==> src/rtl/uart_tx_io.sv <==
// uart_tx_io: CPU-side UART transmitter. A byte FIFO feeds a baud-timed 8N1 serialiser (LSB first).
// Define UART_TX_PARITY_EN to insert an even parity bit before the stop bit (11-bit frames).
module uart_tx_io #(
    parameter int CLK_FREQ   = 23_000_000,
    parameter int BAUD       = 115200,
    parameter int FIFO_DEPTH = 16
) (
    input  logic                        clk,
    input  logic                        rst,
    input  logic                        wr_en,
    input  logic [7:0]                  wr_data,
    input  logic                        clr_ovf,
    output logic                        full,
    output logic                        empty,
    output logic                        busy,
    output logic                        overflow,
    output logic [$clog2(FIFO_DEPTH):0] level,
    output logic                        tx,
    output logic [2:0]                  dbg_state
);

    localparam int DIV   = CLK_FREQ / BAUD;
    localparam int PTR_W = $clog2(FIFO_DEPTH);
    localparam int LVL_W = PTR_W + 1;
    localparam int CNT_W = $clog2(DIV);
    localparam logic [CNT_W-1:0] BAUD_LAST = CNT_W'(DIV - 1);
    localparam logic [LVL_W-1:0] LVL_FULL  = LVL_W'(FIFO_DEPTH);

    typedef enum logic [2:0] {
        ST_IDLE,
        ST_START,
        ST_DATA,
        ST_PARITY,
        ST_STOP
    } state_t;

    state_t             state_q, state_d;
    logic [CNT_W-1:0]   baud_q, baud_d;
    logic [2:0]         bit_idx_q, bit_idx_d;
    logic [7:0]         shift_q, shift_d;
    logic               tx_q, tx_d;
    logic [PTR_W-1:0]   wptr_q, wptr_d;
    logic [PTR_W-1:0]   rptr_q, rptr_d;
    logic [LVL_W-1:0]   count_q, count_d;
    logic               ovf_q, ovf_d;
    logic [7:0]         mem_q [FIFO_DEPTH];
`ifdef UART_TX_PARITY_EN
    logic               par_q, par_d;
`endif

    logic fifo_empty, fifo_full, baud_last, pop, accept;

    assign fifo_empty = (count_q == '0);
    assign fifo_full  = (count_q == LVL_FULL);
    assign baud_last  = (baud_q == BAUD_LAST);

    // wr_en is a fire-and-forget strobe with no ready: the byte is taken when the FIFO
    // has room or is popping this same cycle; otherwise it is dropped and overflow sets.
    assign accept = wr_en && (!fifo_full || pop);

    // Serialiser: pop happens only on entry to START (from IDLE or at the end of STOP).
    always_comb begin
        state_d   = state_q;
        baud_d    = baud_q + 1'b1;
        bit_idx_d = bit_idx_q;
        shift_d   = shift_q;
        pop       = 1'b0;
        unique case (state_q)
            ST_IDLE: begin
                baud_d = '0;
                if (!fifo_empty) begin
                    pop     = 1'b1;
                    shift_d = mem_q[rptr_q];
                    state_d = ST_START;
                end
            end
            ST_START: begin
                if (baud_last) begin
                    baud_d    = '0;
                    bit_idx_d = 3'd0;
                    state_d   = ST_DATA;
                end
            end
            ST_DATA: begin
                if (baud_last) begin
                    baud_d    = '0;
                    shift_d   = shift_q >> 1;
                    bit_idx_d = bit_idx_q + 3'd1;
                    if (bit_idx_q == 3'd7) begin
`ifdef UART_TX_PARITY_EN
                        state_d = ST_PARITY;
`else
                        state_d = ST_STOP;
`endif
                    end
                end
            end
`ifdef UART_TX_PARITY_EN
            ST_PARITY: begin
                if (baud_last) begin
                    baud_d  = '0;
                    state_d = ST_STOP;
                end
            end
`endif
            ST_STOP: begin
                if (baud_last) begin
                    baud_d = '0;
                    if (!fifo_empty) begin
                        pop     = 1'b1;
                        shift_d = mem_q[rptr_q];
                        state_d = ST_START;
                    end else begin
                        state_d = ST_IDLE;
                    end
                end
            end
            default: begin
                baud_d  = '0;
                state_d = ST_IDLE;
            end
        endcase
    end

`ifdef UART_TX_PARITY_EN
    assign par_d = pop ? ^mem_q[rptr_q] : par_q;
`endif

    // The line level is registered from the next state so tx is glitch-free.
    always_comb begin
        tx_d = 1'b1;
        case (state_d)
            ST_START:  tx_d = 1'b0;
            ST_DATA:   tx_d = shift_d[0];
`ifdef UART_TX_PARITY_EN
            ST_PARITY: tx_d = par_d;
`endif
            default:   tx_d = 1'b1;
        endcase
    end

    always_comb begin
        wptr_d  = accept ? wptr_q + 1'b1 : wptr_q;
        rptr_d  = pop ? rptr_q + 1'b1 : rptr_q;
        count_d = count_q;
        if (accept && !pop) begin
            count_d = count_q + 1'b1;
        end else if (!accept && pop) begin
            count_d = count_q - 1'b1;
        end
        ovf_d = ovf_q;
        if (wr_en && !accept) begin
            ovf_d = 1'b1;
        end else if (clr_ovf) begin
            ovf_d = 1'b0;
        end
    end

    always_ff @(posedge clk) begin
        if (rst) begin
            state_q   <= ST_IDLE;
            baud_q    <= '0;
            bit_idx_q <= 3'd0;
            shift_q   <= 8'd0;
            tx_q      <= 1'b1;
            wptr_q    <= '0;
            rptr_q    <= '0;
            count_q   <= '0;
            ovf_q     <= 1'b0;
`ifdef UART_TX_PARITY_EN
            par_q     <= 1'b0;
`endif
        end else begin
            state_q   <= state_d;
            baud_q    <= baud_d;
            bit_idx_q <= bit_idx_d;
            shift_q   <= shift_d;
            tx_q      <= tx_d;
            wptr_q    <= wptr_d;
            rptr_q    <= rptr_d;
            count_q   <= count_d;
            ovf_q     <= ovf_d;
`ifdef UART_TX_PARITY_EN
            par_q     <= par_d;
`endif
        end
    end

    always_ff @(posedge clk) begin
        if (accept && !rst) begin
            mem_q[wptr_q] <= wr_data;
        end
    end

    assign full      = fifo_full;
    assign empty     = fifo_empty;
    assign busy      = !fifo_empty || (state_q != ST_IDLE);
    assign overflow  = ovf_q;
    assign level     = count_q;
    assign tx        = tx_q;
    assign dbg_state = state_q;

endmodule
==> config.mk <==
export PLATFORM = sky130hd
export DESIGN_NAME = uart_tx_io
export DESIGN_NICKNAME = d
export VERILOG_FILES = /design/src/rtl/uart_tx_io.sv
export SDC_FILE = /design/constraint.sdc
export NUM_CORES = 1
export LEC_CHECK = 0
export ABC_AREA = 1
export CORE_ASPECT_RATIO = 0.6
export CORE_MARGIN = 4
export CORE_UTILIZATION = 55
export DETAILED_ROUTE_END_ITERATION = 10
export GPL_TIMING_DRIVEN = 1
export PLACE_DENSITY = 0.78
export SLEW_MARGIN = 20
export SYNTH_ARGS = -nofsm -noshare
export SYNTH_HDL_FRONTEND = slang
export SYNTH_SLANG_ARGS = --single-unit
==> constraint.sdc <==
create_clock -name clk -period 5.9 [get_ports clk]
set_clock_uncertainty 0.1 [all_clocks]
set_input_delay 0.59 -clock clk [delete_from_list [all_inputs] [get_ports clk]]
set_output_delay 0.59 -clock clk [all_outputs]
set_load 0.05 [all_outputs]
After elaboration in Yosys (flattened, before gate mapping)
Memories as Yosys holds them, arrays and structs flattened. A register that Yosys moved wholly into a read port is not among the register bits.
Cells that the tools add are included.
Widths: inputs -> output; s select.
{"block": "totals", "regBits": 37, "ramBits": 128, "input_bits": 12, "word_cells": 78, "memories": 1}
{"name": "mem_q", "words": 16, "width": 8, "read_ports": 1, "rd_ports_with_merged_regs": 1, "wr": 1, "line": "46", "rtl": "logic [7:0] mem_q [FIFO_DEPTH];"}
{"block": "op_classes", "addsub": 6, "eq_ne": 11, "mux": 26, "n_bitwise": 1, "n_reduce_logical": 23}
{"cell": "$mux 8", "n": 3}
{"cell": "$pmux 8 s3", "n": 1}
{"cell": "$mux 3", "n": 7}
{"cell": "$pmux 3 s4", "n": 1}
{"cell": "$mux 5", "n": 2}
{"cell": "$add 4x1->4 const B", "n": 2}
{"cell": "$add 8x1->8 const B", "n": 1}
{"cell": "$eq 8x8->1 const B", "n": 1}
{"cell": "$mux 4", "n": 2}
{"cell": "$mux 1", "n": 7}
{"cell": "$eq 3x1->1 const B", "n": 2}
{"cell": "$eq 3x2->1 const B", "n": 2}
{"cell": "$eq 3x3->1 const B", "n": 2}
{"cell": "$ne 2x2->1 const B", "n": 3}
{"cell": "$pmux 3 s2", "n": 1}
{"cell": "$reduce_and 3->1", "n": 2}
{"cell": "$reduce_bool 2->1", "n": 3}
{"cell": "$reduce_bool 3->1", "n": 2}
{"cell": "$reduce_or 3->1", "n": 2}
{"cell": "$add 5x1->5 const B", "n": 1}
{"cell": "$eq 5x5->1 const B", "n": 1}
{"cell": "$logic_and 1x1->1", "n": 5}
{"cell": "$logic_not 1->1", "n": 5}
{"cell": "$logic_not 5->1", "n": 1}
{"cell": "6 further kinds", "n": 8}

Depth between registers and ports, before layout
{"block": "depth", "word_depth": 10, "ltp_mapped": 20, "ltp_nobuf": 20}

Least setup slack after synthesis
Ideal clock, no wire load.
{"block": "synth_timing", "path_type": "register to register", "startpoint": "reg count_q[4] (netlist: level[4])", "endpoint": "reg count_q[4] (netlist: level[4])", "setup_time_ns": 0.121, "arrival_time_ns": 3.027, "required_ns": 5.679, "slack_ns": 2.652, "path_stages_with_launch": 15, "n_path_buf": 0, "cell_sequence": "dfxtp_1 inv_1 nor2_1 nand2_4 nand2_4 inv_4 ha_1 inv_1 ha_1 a21oi_1 nor2_1 o21ai_0 nand3_1 o21ai_0 a21oi_1"}
{"block": "synth_via", "word_cells_on_any_way": 17}
{"element": "start: declaration", "line": "44", "rtl": "logic [LVL_W-1:0] count_q, count_d;"}
{"element": "start signal: assignment", "line": "181", "rtl": "count_q <= count_d;"}
{"element": "$eq 5x5->1 *", "line": "54", "rtl": "assign fifo_full = (count_q == LVL_FULL);"}
{"element": "via full", "line": "13", "rtl": "output logic full,"}
{"element": "$logic_not 1->1 *", "line": "59", "rtl": "assign accept = wr_en && (!fifo_full || pop);"}
{"element": "$logic_or 1x1->1 *", "line": "59"}
{"element": "$logic_and 1x1->1 *", "line": "59"}
{"element": "$logic_not 1->1", "line": "148", "rtl": "end else if (!accept && pop) begin"}
{"element": "$logic_and 1x1->1", "line": "148"}
{"element": "$reduce_bool 2->1 (no source line)"}
Mark *: on every way through the listed nets, which the timed path passes. The rest lies on a longest branch. The select of a mux whose other input is x is not followed.
A chain may end at the register's enable or synchronous reset.

Worst setup path in the final report
{"block": "layout_timing", "startpoint": "reg count_q[2] (netlist: level[2])", "endpoint": "out empty"}
{"block": "layout_via", "elab_chain_cells": 1}
{"element": "$logic_not 5->1", "line": "53", "rtl": "assign fifo_empty = (count_q == '0);"}
{"element": "end: declaration", "line": "14", "rtl": "output logic empty,"}
Every way passes these cells.

==> summary.txt <==
Placed design
  • Final GP Congestion: 0.878
  • Post-DP HPWL: between 10000 and 15000 um
  • Post-Place Cell Area: 7950 um2
  • Buffers on Ports: 24
  • Dpl cells: approximately 970

Route
  • Met2 wire length: 7920 um
  • Post-DRT Antenna Nets: 0
  • WL/cell: about 18 um
  • Drt pass-1 iters: 7
  • WL final: around 18000 um
  • Metal-1 WL: 8230 um
  • Vias per cell: 5.55
  • Metal3 WL: 1780 um
  • First DRT Iteration DRCs: 653
  • Remaining DRCs: 0
  • Top layer used by detailed routing: met4
  • Via count: 5551

Pwr
  • Worst vdd ir: 0.271 mV
  • Leak: approximately 3.5 nW
  • Switching Share: 37.2%
  • Switching pwr: 1.39 mW
  • Clock power share: 30.5%
  • Int Power: 2.35 mW
  • Sequential fraction of design power: 37.9%
  • Pwr Density: 438 nW/um2
  • Logic gate share of total power: 31.7%

Logic synthesis
  • Seq/Total Area, Yosys: 61.3%
  • Async set or reset register ratio after synthesis: 0%
  • Post-synthesis average cell area: 9.52 um2
  • Syn_nets: roughly 830
  • Cell count after synthesis: 800
  • Synth cell types: 34
  • Yosys warning total: 0
  • Post-Syn Area: around 7600 um2
  • Post-synth EDFFs: around 130
  • Synth Register Bits: roughly 170
  • Commonest register cell after synthesis: edfxtp_1

Setup path
  • Req. time, crit path: 5210 ps
  • Type of origin of the critical path: flop
  • Worst-path maximum fanout: 15
  • Crit Path Category: flop to output pin
  • FF-to-FF Start: level[2]$_SDFFE_PP0P_
  • Worst Setup SP: level[2]$_SDFFE_PP0P_
  • Arr. time, crit path: 2730 ps
  • Buffer and inverter count on the worst path: 2
  • Critical-path cell list: nor2_1 -> nand4_1 -> inv_1 -> clkdlybuf4s50_1
  • Slowest stage delay, CP: 850 ps
  • Kind of cell adding the most delay to the critical path: buffers and inverters
  • Worst-path cell with the longest stage delay: clkdlybuf4s50_1
  • Critical path capture point type: output pin

Timing
  • Relative slew slack: between 20% and 30%
  • Max Fclk: 0.293 GHz
  • Final TNS setup: 0 ps
  • Slew at the pin closest to its max-slew limit: 1080 ps
  • Slew Limit Fails: 0
  • Fin crit period: about 3400 ps
  • Part of the cycle the worst path needs: between 50 and 60%
  • RSZ-0062 raised after global routing: no
  • Setup violators final: 0
  • Final hold violations: 0

Final layout
  • Most frequent cells in the layout: 229 x nand2_1, 128 x edfxtp_1, 97 x nand3_1, 91 x inv_1, 75 x nor2_1
  • Nets@finish: 843
  • Most common cell after layout, fill and taps aside: nand2_1
  • Inserted Diodes: 0
  • Final std cells w/o fill: 1000
  • Layout area overhead: 12.3%
  • Finished Cell Area: 8550 um2
  • Share of layout cells above drive strength 1: around 8%

Floorplan
  • Core Rows: 32
  • Die X: 160 um
  • IO Count: 25
  • Initial Util: 57.8%
  • Die ar.: 15800 um2
  • Chip Height: a little under 100 um
  • Core box area: 13200 um2

CTS
  • Clock Pin Slew Worst Setup and Hold Paths: 70 ps
  • Worst-Skew Late Latency: between 400 and 500 ps
  • CTS max path bufs: 2
  • Hold Buf Count CTS: 0
  • Post-CTS Setup Bufs: 0
  • Clock root cell: clkbuf_16
  • TritonCTS Buffers: 17
  • CTS tree: built
  • CTS H-tree depth: 4
  • Clock Sinks: 169
  • Post-cts resize count: 0

Worst hold path
  • Hold Startpoint: bit_idx_q[1]$_SDFFE_PP0P_
  • Worst Hold Class: flop to flop

Run
  • Max-Cap Viols: 0

GRT
  • Remaining Overflow, GRT: 0
  • Gr usage total: 23.4%
  • Initial antenna violation count: 0
  • First-pass GRT wire length: 28600 um
  • Vias in the first global route: 5277
  • Largest net degree at the start of global routing: 68

Run status
  • Outcome: finished, final reports clean
## cell type report
cell class              count  area (um2)
inverters                  94         355
well taps                 170         213
clock buffers              17         425
flip-flops and latches    169        4670
repair buffers             28         270
multi-input cells         507        2440
clock inverters            15         175
fillers                   981        4630
## sequential cells by signal, indices dropped and copies added (netlist names), named ones only
| name | cells |
|---|---|
| baud_q | 8 |
| bit_idx_q | 3 |
| dbg_state | 3 |
| level | 5 |
| mem_q | 128 |
| overflow | 1 |
| rptr_q | 4 |
| shift_q | 8 |
| tx | 1 |
| wptr_q | 4 |
## power groups by stage
stage | Clock [mW] | Combinational (mW) | Sequential [mW]
2_1_floorplan | 0 | 0.790 | 1.49
3_3_place_gp | 0 | 1.12 | 1.43
3_5_place_dp | 0 | 1.16 | 1.44
4_1_cts | 1.15 | 1.17 | 1.42
5_1_grt | 1.20 | 1.31 | 1.43
6_report | 1.14 | 1.18 | 1.42
## path summary, 6_finish.rpt
path,endpoint,slack (ps),depth (start not counted)
max,empty,2480,4
min,bit_idx_q[1]$_SDFFE_PP0P_,370,2
max reg2reg,level[4]$_SDFFE_PP0P_,2690,12
min reg2reg,bit_idx_q[1]$_SDFFE_PP0P_,370,2
## routing by layer
| metal | vias up | GRT usage (%) |
|---|---|---|
| met5 | - | 0 |
| met4 | 0 | 5.88 |
| met3 | 24 | 4.89 |
| met2 | 273 | 35.2 |
| met1 | 2613 | 35.3 |
| li1 | 2641 | - |
## worst register-to-register path: stages, from the launching register on
cell and delay [ps]:
dfxtp_1 360, nor2_1 150, nand4_1 600, nand2_2 430
ha_1 220, inv_1 110, fa_1 420, a21oi_1 140
nor2_1 70, o21ai_0 190, nand3_1 120, o21ai_0 160
a21oi_1 50
## through the flow
step / hold WS (ps) / power, mW / setup slack, ps / util [%]
finish: 370 / 3.74 / 2480 / 64.9
global route: 410 / 3.94 / 2230 / 64.9
CTS: 375 / 3.73 / 2480 / 64.9
detailed placement: 364 / 2.60 / 2590 / 60.3
global placement: 354 / 2.56 / 2650 / 60.3
floorplan: 328 / 2.28 / 2650 / -
## kinds of logic after synthesis
kind of cell | Yosys count | synth area share (%)
compound gates | 53 | 3.73
xor+xnor | 6 | 0.690
fa+ha+maj | 14 | 2.40
buf+inv | 124 | 6.64
flops | 169 | 61.3
simple gates | 434 | 25.3
## synth_stat cells, types with 2 or more instances
cell type  instances  area [um2]
nor3_1             2        10.0
nand2_1          229         860
nor3b_1            2        15.0
nor2_2             3        18.8
clkbuf_1          15        56.3
buf_4              2        15.0
o21ai_1            3        15.0
inv_1             91         342
nand3_1           97         485
nand2_2            2        12.5
inv_2              2        7.51
buf_2             11        55.1
edfxtp_1         128        3840
xnor2_1            2        17.5
o211ai_1           3        22.5
dfxtp_1           41         821
ha_1              13         163
nand2_4            6        67.6
or2_2              4        25.0
xor2_1             4        35.0
nor2_4            10         113
a21oi_1           22         110
nor2_1            75         282
o21ai_0           21         105
nand4_1            3        18.8
(Power assumes the default switching activity.)
